<file path="src/rtl/cic_sched_pkg.sv">
// cic_sched_pkg: shared state type, default widths and helpers
// for the order-5 CIC interpolator sequencer.
package cic_sched_pkg;

    localparam int DEF_IBITS      = 20;
    localparam int DEF_PHASE_BITS = 32;
    localparam int DEF_UCNT_BITS  = 16;

    typedef enum logic [1:0] {
        S_IDLE,
        S_PRIME,
        S_RUN_WAIT,
        S_FETCH
    } state_t;

    // Increment v, sticking at the all-ones value of a bits-wide count.
    function automatic logic [31:0] sat_inc(
        input logic [31:0] v,
        input int          bits
    );
        logic [31:0] m;
        m = (bits >= 32) ? 32'hFFFF_FFFF
                         : ((32'd1 << bits) - 32'd1);
        return (v >= m) ? v : v + 32'd1;
    endfunction

endpackage

</file>
<file path="src/rtl/cic_phase_strobe.sv">
// cic_phase_strobe: phase accumulator whose carry-out becomes a
// registered one-clock strobe; held cleared while run is low.
module cic_phase_strobe
    import cic_sched_pkg::*;
#(
    parameter int W = DEF_PHASE_BITS
) (
    input  logic         clock,
    input  logic         reset,
    input  logic         run,
    input  logic [W-1:0] inc,
    output logic         strobe
);

    logic [W-1:0] r_acc;
    logic         r_strobe;
    logic [W:0]   w_sum;

    assign w_sum = {1'b0, r_acc} + {1'b0, inc};

    // Accumulate while running; carry-out is the next strobe.
    always_ff @(posedge clock) begin
        if (reset || !run) begin
            r_acc    <= '0;
            r_strobe <= 1'b0;
        end else begin
            r_acc    <= w_sum[W-1:0];
            r_strobe <= w_sum[W];
        end
    end

    assign strobe = r_strobe;

endmodule

</file>
<file path="src/rtl/cic_interp_sched.sv">
// cic_interp_sched: input sequencer for the order-5 CIC interpolator.
// Optional CIC_SCHED_ZERO_FILL_EN: zero the held sample on underflow.
module cic_interp_sched
    import cic_sched_pkg::*;
#(
    parameter int IBITS      = DEF_IBITS,
    parameter int PHASE_BITS = DEF_PHASE_BITS,
    parameter int UCNT_BITS  = DEF_UCNT_BITS
) (
    input  logic                  clock,
    input  logic                  reset,
    input  logic                  enable,
    input  logic [PHASE_BITS-1:0] rate_inc,
    input  logic                  s_valid,
    output logic                  s_ready,
    input  logic [IBITS-1:0]      s_real,
    input  logic [IBITS-1:0]      s_imag,
    output logic                  cic_clock_en,
    input  logic                  cic_req,
    output logic [IBITS-1:0]      cic_x_real,
    output logic [IBITS-1:0]      cic_x_imag,
    output logic                  underflow,
    output logic [UCNT_BITS-1:0]  underflow_cnt,
    output logic                  running
);

    state_t               r_state;
    state_t               w_state_nxt;
    logic [IBITS-1:0]     r_x_real;
    logic [IBITS-1:0]     r_x_imag;
    logic                 r_uf;
    logic [UCNT_BITS-1:0] r_ucnt;
    logic [UCNT_BITS-1:0] w_ucnt_inc;
    logic                 w_ready;
    logic                 w_run;
    logic                 w_hs;
    logic                 w_uf;
    logic                 w_strobe;

    assign w_ready = (r_state == S_PRIME) || (r_state == S_FETCH);
    assign w_run   = (r_state == S_RUN_WAIT) || (r_state == S_FETCH);
    assign w_hs    = s_valid && w_ready;
    assign w_uf    = (r_state == S_FETCH) && cic_req && !w_hs;

    assign w_ucnt_inc = UCNT_BITS'(sat_inc(32'(r_ucnt), UCNT_BITS));

    // Gating run with enable stops the strobe on the disabling edge.
    cic_phase_strobe #(
        .W      (PHASE_BITS)
    ) u_strobe (
        .clock  (clock),
        .reset  (reset),
        .run    (w_run && enable),
        .inc    (rate_inc),
        .strobe (w_strobe)
    );

    // State register.
    always_ff @(posedge clock) begin
        if (reset) begin
            r_state <= S_IDLE;
        end else begin
            r_state <= w_state_nxt;
        end
    end

    // Next state; dropping enable returns to IDLE from anywhere.
    always_comb begin
        w_state_nxt = r_state;
        unique case (r_state)
            S_IDLE:     if (enable) w_state_nxt = S_PRIME;
            S_PRIME:    if (w_hs) w_state_nxt = S_RUN_WAIT;
            S_RUN_WAIT: if (cic_req) w_state_nxt = S_FETCH;
            S_FETCH:    if (w_hs && !cic_req) w_state_nxt = S_RUN_WAIT;
            default:    w_state_nxt = S_IDLE;
        endcase
        if (!enable) begin
            w_state_nxt = S_IDLE;
        end
    end

    // Holding registers: any accepted sample is kept, even on disable.
    always_ff @(posedge clock) begin
        if (reset) begin
            r_x_real <= '0;
            r_x_imag <= '0;
        end else if (w_hs) begin
            r_x_real <= s_real;
            r_x_imag <= s_imag;
`ifdef CIC_SCHED_ZERO_FILL_EN
        end else if (w_uf) begin
            r_x_real <= '0;
            r_x_imag <= '0;
`endif
        end
    end

    // Underflow pulse and saturating count; only reset clears it.
    always_ff @(posedge clock) begin
        if (reset) begin
            r_uf   <= 1'b0;
            r_ucnt <= '0;
        end else begin
            r_uf <= w_uf;
            if (w_uf) begin
                r_ucnt <= w_ucnt_inc;
            end
        end
    end

    assign s_ready       = w_ready;
    assign running       = w_run;
    assign cic_clock_en  = w_strobe;
    assign cic_x_real    = r_x_real;
    assign cic_x_imag    = r_x_imag;
    assign underflow     = r_uf;
    assign underflow_cnt = r_ucnt;

endmodule

</file>
<file path="config.mk">
export PLATFORM = sky130hd
export DESIGN_NAME = cic_interp_sched
export DESIGN_NICKNAME = d
export VERILOG_FILES = /design/src/rtl/cic_sched_pkg.sv /design/src/rtl/cic_phase_strobe.sv /design/src/rtl/cic_interp_sched.sv
export SDC_FILE = /design/constraint.sdc
export NUM_CORES = 1
export LEC_CHECK = 0
export ABC_AREA = 1
export CORE_MARGIN = 4
export CORE_UTILIZATION = 28
export DETAILED_ROUTE_END_ITERATION = 8
export HOLD_SLACK_MARGIN = 0.15
export SYNTH_ARGS = -nofsm -noshare
export SYNTH_HDL_FRONTEND = slang
export SYNTH_HIERARCHICAL = 1
export SYNTH_SLANG_ARGS = --single-unit
export TNS_END_PERCENT = 100
</file>
<file path="constraint.sdc">
create_clock -name clock -period 1.65 [get_ports clock]
set_input_delay 0.33 -clock clock [delete_from_list [all_inputs] [get_ports clock]]
set_output_delay 0.33 -clock clock [all_outputs]
set_load 0.01 [all_outputs]
</file>
* Word level (Yosys, flattened, before mapping)
Cells that the tools add are included.
Storage, ports and cells: output and inout port bits 60, logic and storage cells 37, bits in registers 92
Cells by class: muxes and demuxes 4, bitwise logic cells 2, eq/ne operators 6, magnitude comparators 1, add/sub/neg operators 2, reductions and logical operators 15
Operators by type and width (number):
- $add A32 B32 Y33 | 1
- $add A16 B1 Y16 const B | 1
- $ge A16 B16 Y1 const B | 1
- $pmux W2 S4 | 1
- $mux W2 | 3
- $logic_and A1 B1 Y1 | 5
- $eq A2 B2 Y1 const B | 2
- $ne A2 B2 Y1 const B | 2
- $logic_not A1 Y1 | 3
- $logic_or A1 B1 Y1 | 3
- $reduce_and A3 Y1 | 1
- $eq A2 B1 Y1 const B | 1
- $logic_not A2 Y1 | 1
- $ne A2 B1 Y1 const B | 1
- $not A1 Y1 | 2
- $reduce_and A2 Y1 | 1
- $reduce_or A2 Y1 | 1

* Depth between registers and ports, before layout
depth after elaboration 6, gate-level depth with buffers 12, gate-level depth less buffers 12

* Hierarchy
The synthesis kept the hierarchy.
Modules (own cells, without submodules):
- cic_phase_strobe | sequential area each 660.6 um2, times used 1, area each 3328.2 um2, cells each 583
- cic_interp_sched | sequential area each 1181.1 um2, times used 1, area each 2421.1 um2, cells each 337

* Least setup slack after synthesis
No wires, ideal clock.
path type in2reg, from in rate_inc[0], to reg u_strobe.r_acc[16], required time 1529 ps, path slack -78 ps, arrival time 1607 ps, buffers on the path 0, cell stages on the path 10, cell sequence ha_1 -> fa_1 -> nand3_1 -> nand3_1 -> nand2_1 -> nand2_2 -> nand2_1 -> nand2_1 -> o21ai_1 -> a21oi_1
Between the ends: longest elaborated chain between the ends 1
RTL lines:
- start: declaration | line cic_interp_sched.sv:13 | input logic [PHASE_BITS-1:0] rate_inc,
- $add A32 B32 Y33 | line cic_phase_strobe.sv:19 | assign w_sum = {1'b0, r_acc} + {1'b0, inc};
- end signal: assignment | line cic_phase_strobe.sv:27 | r_acc <= w_sum[W-1:0];
- end: declaration | line cic_phase_strobe.sv:15 | logic [W-1:0] r_acc;
Every way passes these cells. A chain may end at the register's enable or synchronous reset.

* Worst setup path after layout
from reg u_strobe.r_acc[0], to reg u_strobe.r_acc[20]
Between the ends: longest elaborated chain between the ends 1
RTL lines (line):
- $add A32 B32 Y33 | cic_phase_strobe.sv:19
Every way passes these cells.

==> reports/qor.csv <==
stage;metric;value;unit
worst_hold_path;hp-class;in2reg;
timing;rsz0062_at_grt;true;
setup_path;crit_slowest_cell;fa_2;
floorplanning;die_h;151;um
clocking;clock-sinks;92;
floorplanning;die-area;22900;sq um
clocking;cts_hold_buf;0;
setup_path;crit_path_end_kind;register;
clocking;root_buffer;clkbuf_16;
grt;grt_max_degree;42;
synth;synth_nets;1031;
floorplanning;fp.dieW;151;um
route;drt-total-wl;17600;um
setup_path;crit_chain;ha_4, fa_2, nand3_2, nand3_4, nand3_4, nand3_4, nand2_2, nand2_2, nand2_1, nand2_1, nor2_2;
timing;post-route-period-util;102;%
timing;holdWs;373;ps
synth;synth.area.top_cells;dfxtp_1 (32%), nand2_1 (17%), nor2_1 (11%);
place;gp_congestion;0.876;
place;hpwl;13300;um
grt;grt_overflow;0;
clocking;clk_pin_slew;70;ps
outcome;violations;negative setup slack;
place;io_buffer_count;136;
synth;post-synth-top-count-cell;nand2_1;
route;vias_per_cell;4.45;
setup_path;max_stage_delay;390;ps
grt;grtUsageTotal;15.3;%
timing;max_freq;594;MHz
route;vias;6255;
grt;antenna_found_initial;0;
synth;ys_seq_area_share;32.0;%
place;place_ws;-637;ps
grt;grt_pass1_wl;28000;um
route;route.detailed.drc;0;
route;ant_nets;0;
timing;clock_skew;10.2;ps
layout;nNetsFinal;1243;
floorplanning;rows;52;
timing;slew_violations;0;
clocking;cts_buffers;9;
floorplanning;start_util;28.4;%
timing;tightest_slew;373;ps
synth;netlist_instances;920;
clocking;clock_latency;350;ps
layout;drive_gt1_share;24.4;%
route;drtPass1Iterations;5;
setup_path;crit_path_frequent_cell;nand3_4;
timing;period_minus_slack;1680;ps
layout;area_growth;58.8;%
clocking;cts_tree;done;
power;power.density;598;nW/um^2
setup_path;required;1930;ps
layout;num_antenna_cells;0;
synth;syn_area;5750;sq um
setup_path;cp_max_fo;4;
synth;async_flop_share;0;%
floorplanning;core_area;20200;sq um
synth;ys_top_cells_by_count;nand2_1 (260), nor2_1 (163), inv_1 (121);
synth;synth-warning-count;6;
power;p_leak;4.36;nW
route;drt_iter0_drc;211;
run;maxCapViolCount;0;
timing;worst_slack;-33.6;ps
floorplanning;io_pins;137;
setup_path;critPathBufInv;0;
synth;ys_seq_elements;92;
synth;ys_types;32;
outcome;status;finished with violations;
setup_path;cp.arrival;1960;ps
setup_path;start_kind;register;
clocking;cts_max_level;3;
synth;synth_top_cell_by_area;dfxtp_1;
clocking;clk_path_buf_depth;2;
timing;setup_viol;3;
setup_path;crit_family;simple AND/OR/NAND/NOR gates;
grt;grt_pass1_vias;5917;
timing;slew_headroom;75.1;%
route;wl_per_cell;12.5;um
synth;syn-mean-instance-area;6.25;sq um
setup_path;crit_type;reg2reg;
timing;fin_setup_tns;-63.7;ps
synth;synth_edf_count;0;
synth;synthFlopType;dfxtp_1;
timing;hold_viol;0;
synth;synth_top_area_share;32.0;%
power;irDropWorstVdd;444;uV
[cells in the final DEF, fill, tap and decap left out, drive strengths merged, types with 4 or more instances in the layout]
| cell | n |
|---|---|
| nor2 | 173 |
| dfxtp | 92 |
| inv | 136 |
| clkbuf | 9 |
| dlymetal6s2s | 14 |
| xor2 | 5 |
| o21ai | 57 |
| o21bai | 4 |
| nand3 | 43 |
| buf | 85 |
| ha | 33 |
| nand2 | 279 |
| a21oi | 53 |
| nand4 | 9 |
| and2 | 4 |
| nor3 | 9 |
| dlygate4sd2 | 32 |
| clkdlybuf4s50 | 90 |
[layout make-up]
| cell class | instances | area [sq um] |
|---|---|---|
| Fill cell | 2016 | 11100 |
| Clock inverter | 7 | 97.6 |
| Timing Repair Buffer | 221 | 2060 |
| Inverter | 132 | 500 |
| Sequential cell | 92 | 1860 |
| Tap cell | 270 | 338 |
| Clock buffer | 9 | 225 |
| Multi-Input combinational cell | 676 | 4050 |
[repair_timing]
item	4_1_cts	5_1_grt
setup buffers	7	3
hold endpoints to repair	0	0
gates resized for setup	93	106
pin swaps	15	44
endpoints found under the setup margin	45	37
[per-stage QoR]
stage | power, mW | instance area (sq um) | instances | util, %
global route | 5.71 | 9130 | 1407 | 45.1
floorplan | 2.67 | 5760 | 920 | -
finish | 5.46 | 9130 | 1407 | 45.1
global placement | 3.11 | 7990 | 1381 | 39.5
CTS | 5.51 | 8750 | 1404 | 43.2
detailed placement | 3.12 | 7990 | 1381 | 39.5
[path summary, 6_finish.rpt]
path	start	to	slack (ps)	depth (start not counted)
max	u_strobe/r_acc[0]$_SDFF_PP0_	u_strobe/r_acc[20]$_SDFF_PP0_	-30	11
min	rate_inc[13]	u_strobe/r_acc[13]$_SDFF_PP0_	370	3
max reg2reg	u_strobe/r_acc[0]$_SDFF_PP0_	u_strobe/r_acc[20]$_SDFF_PP0_	-30	11
min reg2reg	cic_x_imag[0]$_SDFFE_PP0N_	cic_x_imag[0]$_SDFFE_PP0N_	480	2
[cell families (layout without fill, tap and decap cells)]
group,count (synthesis),after routing,synth area share [%]
flip-flops,92,92,32.0
AND/OR/NAND/NOR,518,518,38.2
buffers and inverters,152,369,10.4
AO/OA/AOI/OAI,116,116,10.7
adder cells (fa/ha/maj),34,34,7.53
XOR/XNOR,8,8,1.22
[routing by layer]
metal / vias to the layer above / wire [um] / track usage [%] / share of wire (%)
li1: 3284 / - / - / -
met1: 2796 / 7680 / 18.3 / 44
met2: 158 / 8180 / 25.7 / 46
met3: 17 / 1450 / 4.97 / 8.2
met4: 0 / 298 / 5.26 / 1.7
met5: - / 0 / 0 / 0
[worst min-delay path, cell delays in order]
cell	delay, ps
dlymetal6s2s_1	120
ha_4	170
a21oi_1	60
[power breakdown]
part / internal (mW) / leakage [nW] / total, mW / switching, mW
Combinational: 0.459 / 3.45 / 0.862 / 0.403
Sequential: 2.27 / 0.752 / 2.30 / 0.0293
Clock: 1.23 / 0.159 / 2.30 / 1.07
Total: 3.97 / 4.36 / 5.46 / 1.50
[state kept, by name, indices dropped and copies added (netlist names)]
signal           cells
underflow_cnt       16
r_state              2
cic_x_real          20
u_strobe/r_acc      32
u_strobe/strobe      1
cic_x_imag          20
underflow            1
No activity file was read; power rests on OpenSTA's default activity.
==> variant (same settings) <==
The package constant `DEF_UCNT_BITS` goes from 16 to 32.
--- a/src/rtl/cic_sched_pkg.sv
+++ b/src/rtl/cic_sched_pkg.sv
@@ -6,3 +6,3 @@
     localparam int DEF_PHASE_BITS = 32;
-    localparam int DEF_UCNT_BITS  = 16;
+    localparam int DEF_UCNT_BITS  = 32;
 
Ports: changed (resized underflow_cnt); port bits go from 137 to 153. No check against the original RTL was run, so the function may have changed too.
==> variant against the unedited design <==
The flow still finishes with violations (negative setup slack); largest cell class unchanged; clock power fell by 4%; total power rose by 6.1%; utilization rose by 0.80 points; wire length rose by 31%; count of clock-buffer cells in the layout did not move; clock skew rose by 0.0058 ns; critical endpoint is now u_strobe/r_acc[16]; synthesized area rose by 21%; hold slack improved by 0.029 ns; final area rose by 22%; setup slack got worse by 0.019 ns; combinational power rose by 5.0%; sequential cell count rose by 16.
==> variant: results (changes against the unedited design) <==
stage,metric,value,unit,change
timing,setup skew after layout,0.0160,ns,was 0.0102 ns
place,dpl cell area,0.00954,mm2,was 0.00799 mm2
clocking,TritonCTS buffer count,9,,unchanged
route,first-pass iteration count of the detailed router,4,,was 5
global_routing,initial antenna violation count,3,,was 0
clocking,Clock Latency Late Sink,0.36,ns,
synthesis,synth cell count leaders,"nand2_1 (292), nor2_1 (225), inv_1 (147)",,"was nand2_1 (260), nor2_1 (163), inv_1 (121)"
critical_path,worst setup path endpoint,u_strobe/r_acc[16],,was u_strobe/r_acc[20]
hold_path,class of the worst hold path,in -> reg,,unchanged
critical_path,reg-to-reg startpoint,u_strobe/r_acc[0],,unchanged
global_routing,vias in the first global route,7003,,was 5917
synthesis,Synth Warn #,6,,unchanged
route,Avg WL per Cell,13.6,um,was 12.5 um
synthesis,Netlist cell types,35,,was 32
critical_path,CP arrival,1.96,ns,about the same
global_routing,Total GRT Usage,15.9,%,was 15.3%
route,number of DRC markers in iteration 0,363,,was 211
place,half-perimeter wire length after placement,17200,um,was 13300 um
global_routing,met3 Use GR,2.48,%,was 4.97%
finish,Final #Nets,1484,,was 1243
finish,Filler Cells Inserted,2476,,was 2016
place,Final GP Congestion,0.859,,was 0.876
global_routing,met2 Resource Use GR,26.9,%,was 25.7%
power,LEAKAGE,5.30,nW,was 4.36 nW
clocking,root buffer cell,clkbuf_16,,unchanged
run_status,violated checks,negative setup slack,,unchanged
clocking,clk slew on worst S/H paths,0.09,ns,was 0.07 ns
critical_path,Setup crit start,u_strobe/r_acc[0],,unchanged
critical_path,worst-path maximum fanout,4,,unchanged
timing,final setup vio count,10,,was 3
run_status,status,"finished, violations left",,unchanged
synthesis,"top cells by area, synth","dfxtp_1 (31%), nand2_1 (16%), nor2_1 (12%)",,"was dfxtp_1 (32%), nand2_1 (17%), nor2_1 (11%)"
place,IO buf count,152,,was 136
global_routing,pin count of the biggest net entering global routing,41,,was 42
critical_path,"setup slack, reg-to-reg",-0.05,ns,was -0.03 ns
critical_path,R2R cell count,10,,was 11
clocking,H-tree Lvls,3,,unchanged
synthesis,Mapped Nets,1226,,was 1031
route,total number of vias,7575,,was 6255
synthesis,Synth Flop Type,dfxtp_1,,unchanged
global_routing,global-route wire length before repair,35100,um,was 28000 um
timing,Slew @ Worst Pin,0.354,ns,was 0.373 ns
finish,antenna cells,0,,unchanged
clocking,Max Buffers Root-to-Sink,2,,unchanged
synthesis,register area share after synthesis,31.2,%,was 32.0%
power,worst vdd ir,0.508,mV,was 0.444 mV
synthesis,Async SR Flop Fraction,0,%,unchanged
global_routing,grt met1 use,20.9,%,was 18.3%
finish,layout cells sized above 1,29.5,%,was 24.4%
place,dpl ws,-0.563,ns,was -0.637 ns
timing,min setup slack post-route,-0.0524,ns,was -0.0336 ns
==> variant: cell count changes in the layout (fill, tap and decap cells not counted), sizes merged, moves of 3 or more <==
cell           before  now
nor2              173  243
nand2             279  322
buf                85  117
nand3              43   71
inv               136  159
dlygate4sd2        32   51
dfxtp              92  108
a21oi              53   64
xor2                5    1
clkbuf              9   12
clkdlybuf4s50      90   87
clkinv              2    5
==> variant: logic make-up after synthesis <==
kind of cell,share of synthesized area [%]
fa+ha+maj,6.25
simple gates,42.0
xor+xnor,0.253
buf+inv,10.8
flops,31.2
compound gates,9.50
==> variant: area by class of cell <==
type | count | area, um2 | share of cell area (%)
flip-flops and latches | 108 | 2200 | 19.7
clock buffers | 9 | 225 | 2.02
repair buffers | 272 | 2590 | 23.2
inverters | 158 | 598 | 5.35
well taps | 324 | 405 | 3.63
clock inverters | 7 | 66.3 | 0.594
multi-input cells | 824 | 5090 | 45.6
==> variant: critical path: stages, from the launching register on <==
cell,delay [ns]
dfxtp_2,0.33
ha_4,0.16
fa_2,0.42
nand3_2,0.12
nand3_4,0.11
nand2_4,0.08
nand2_4,0.07
nand2_4,0.08
nand2_4,0.06
o21ai_2,0.11
a21oi_1,0.05
==> variant: where the power goes <==
part,internal (W),leakage (nW),switching (W)
registers,0.00266,0.887,0.0000270
clock network,0.00106,0.141,0.00115
logic,0.000476,4.27,0.000429
total,0.00419,5.30,0.00160
==> variant: metal layers <==
metal  vias to the layer above  wire length (um)
met4                         6               486
met3                        32               765
met5                         -                34
li1                       3983                 -
met2                       128             11300
met1                      3426             10500
==> variant: what timing repair did <==
item,4_1_cts,5_1_grt
setup endpoints to repair,67,63
gates resized for setup,136,178
buffers inserted,7,14
pin swaps,24,62
hold buffers,0,0
gates cloned,0,4
==> variant: worst min-delay path by stage <==
stage | from | to | slack, ns | cells after the start
after CTS | rate_inc[0] | u_strobe/r_acc[0] | 0.44 | 4
final | rate_inc[13] | u_strobe/r_acc[13] | 0.40 | 3
after floorplan | reset | underflow_cnt[2] | 0.40 | 1
after global placement | cic_x_real[16] | cic_x_real[16] | 0.46 | 2
after global routing | rate_inc[13] | u_strobe/r_acc[13] | 0.42 | 3
after detailed placement | cic_x_real[19] | cic_x_real[19] | 0.47 | 2
==> variant: through the flow <==
step	hold WS, ns	cells	utilization [%]	setup TNS (ns)
final	0.402	1702	45.9	-0.265
after global routing	0.417	1702	45.9	-2.63
after CTS	0.437	1685	42.6	-0.0212
after detailed placement	0.471	1662	39.2	-18.93
after global placement	0.462	1662	39.2	-18.28
after floorplan	0.399	1115	-	0
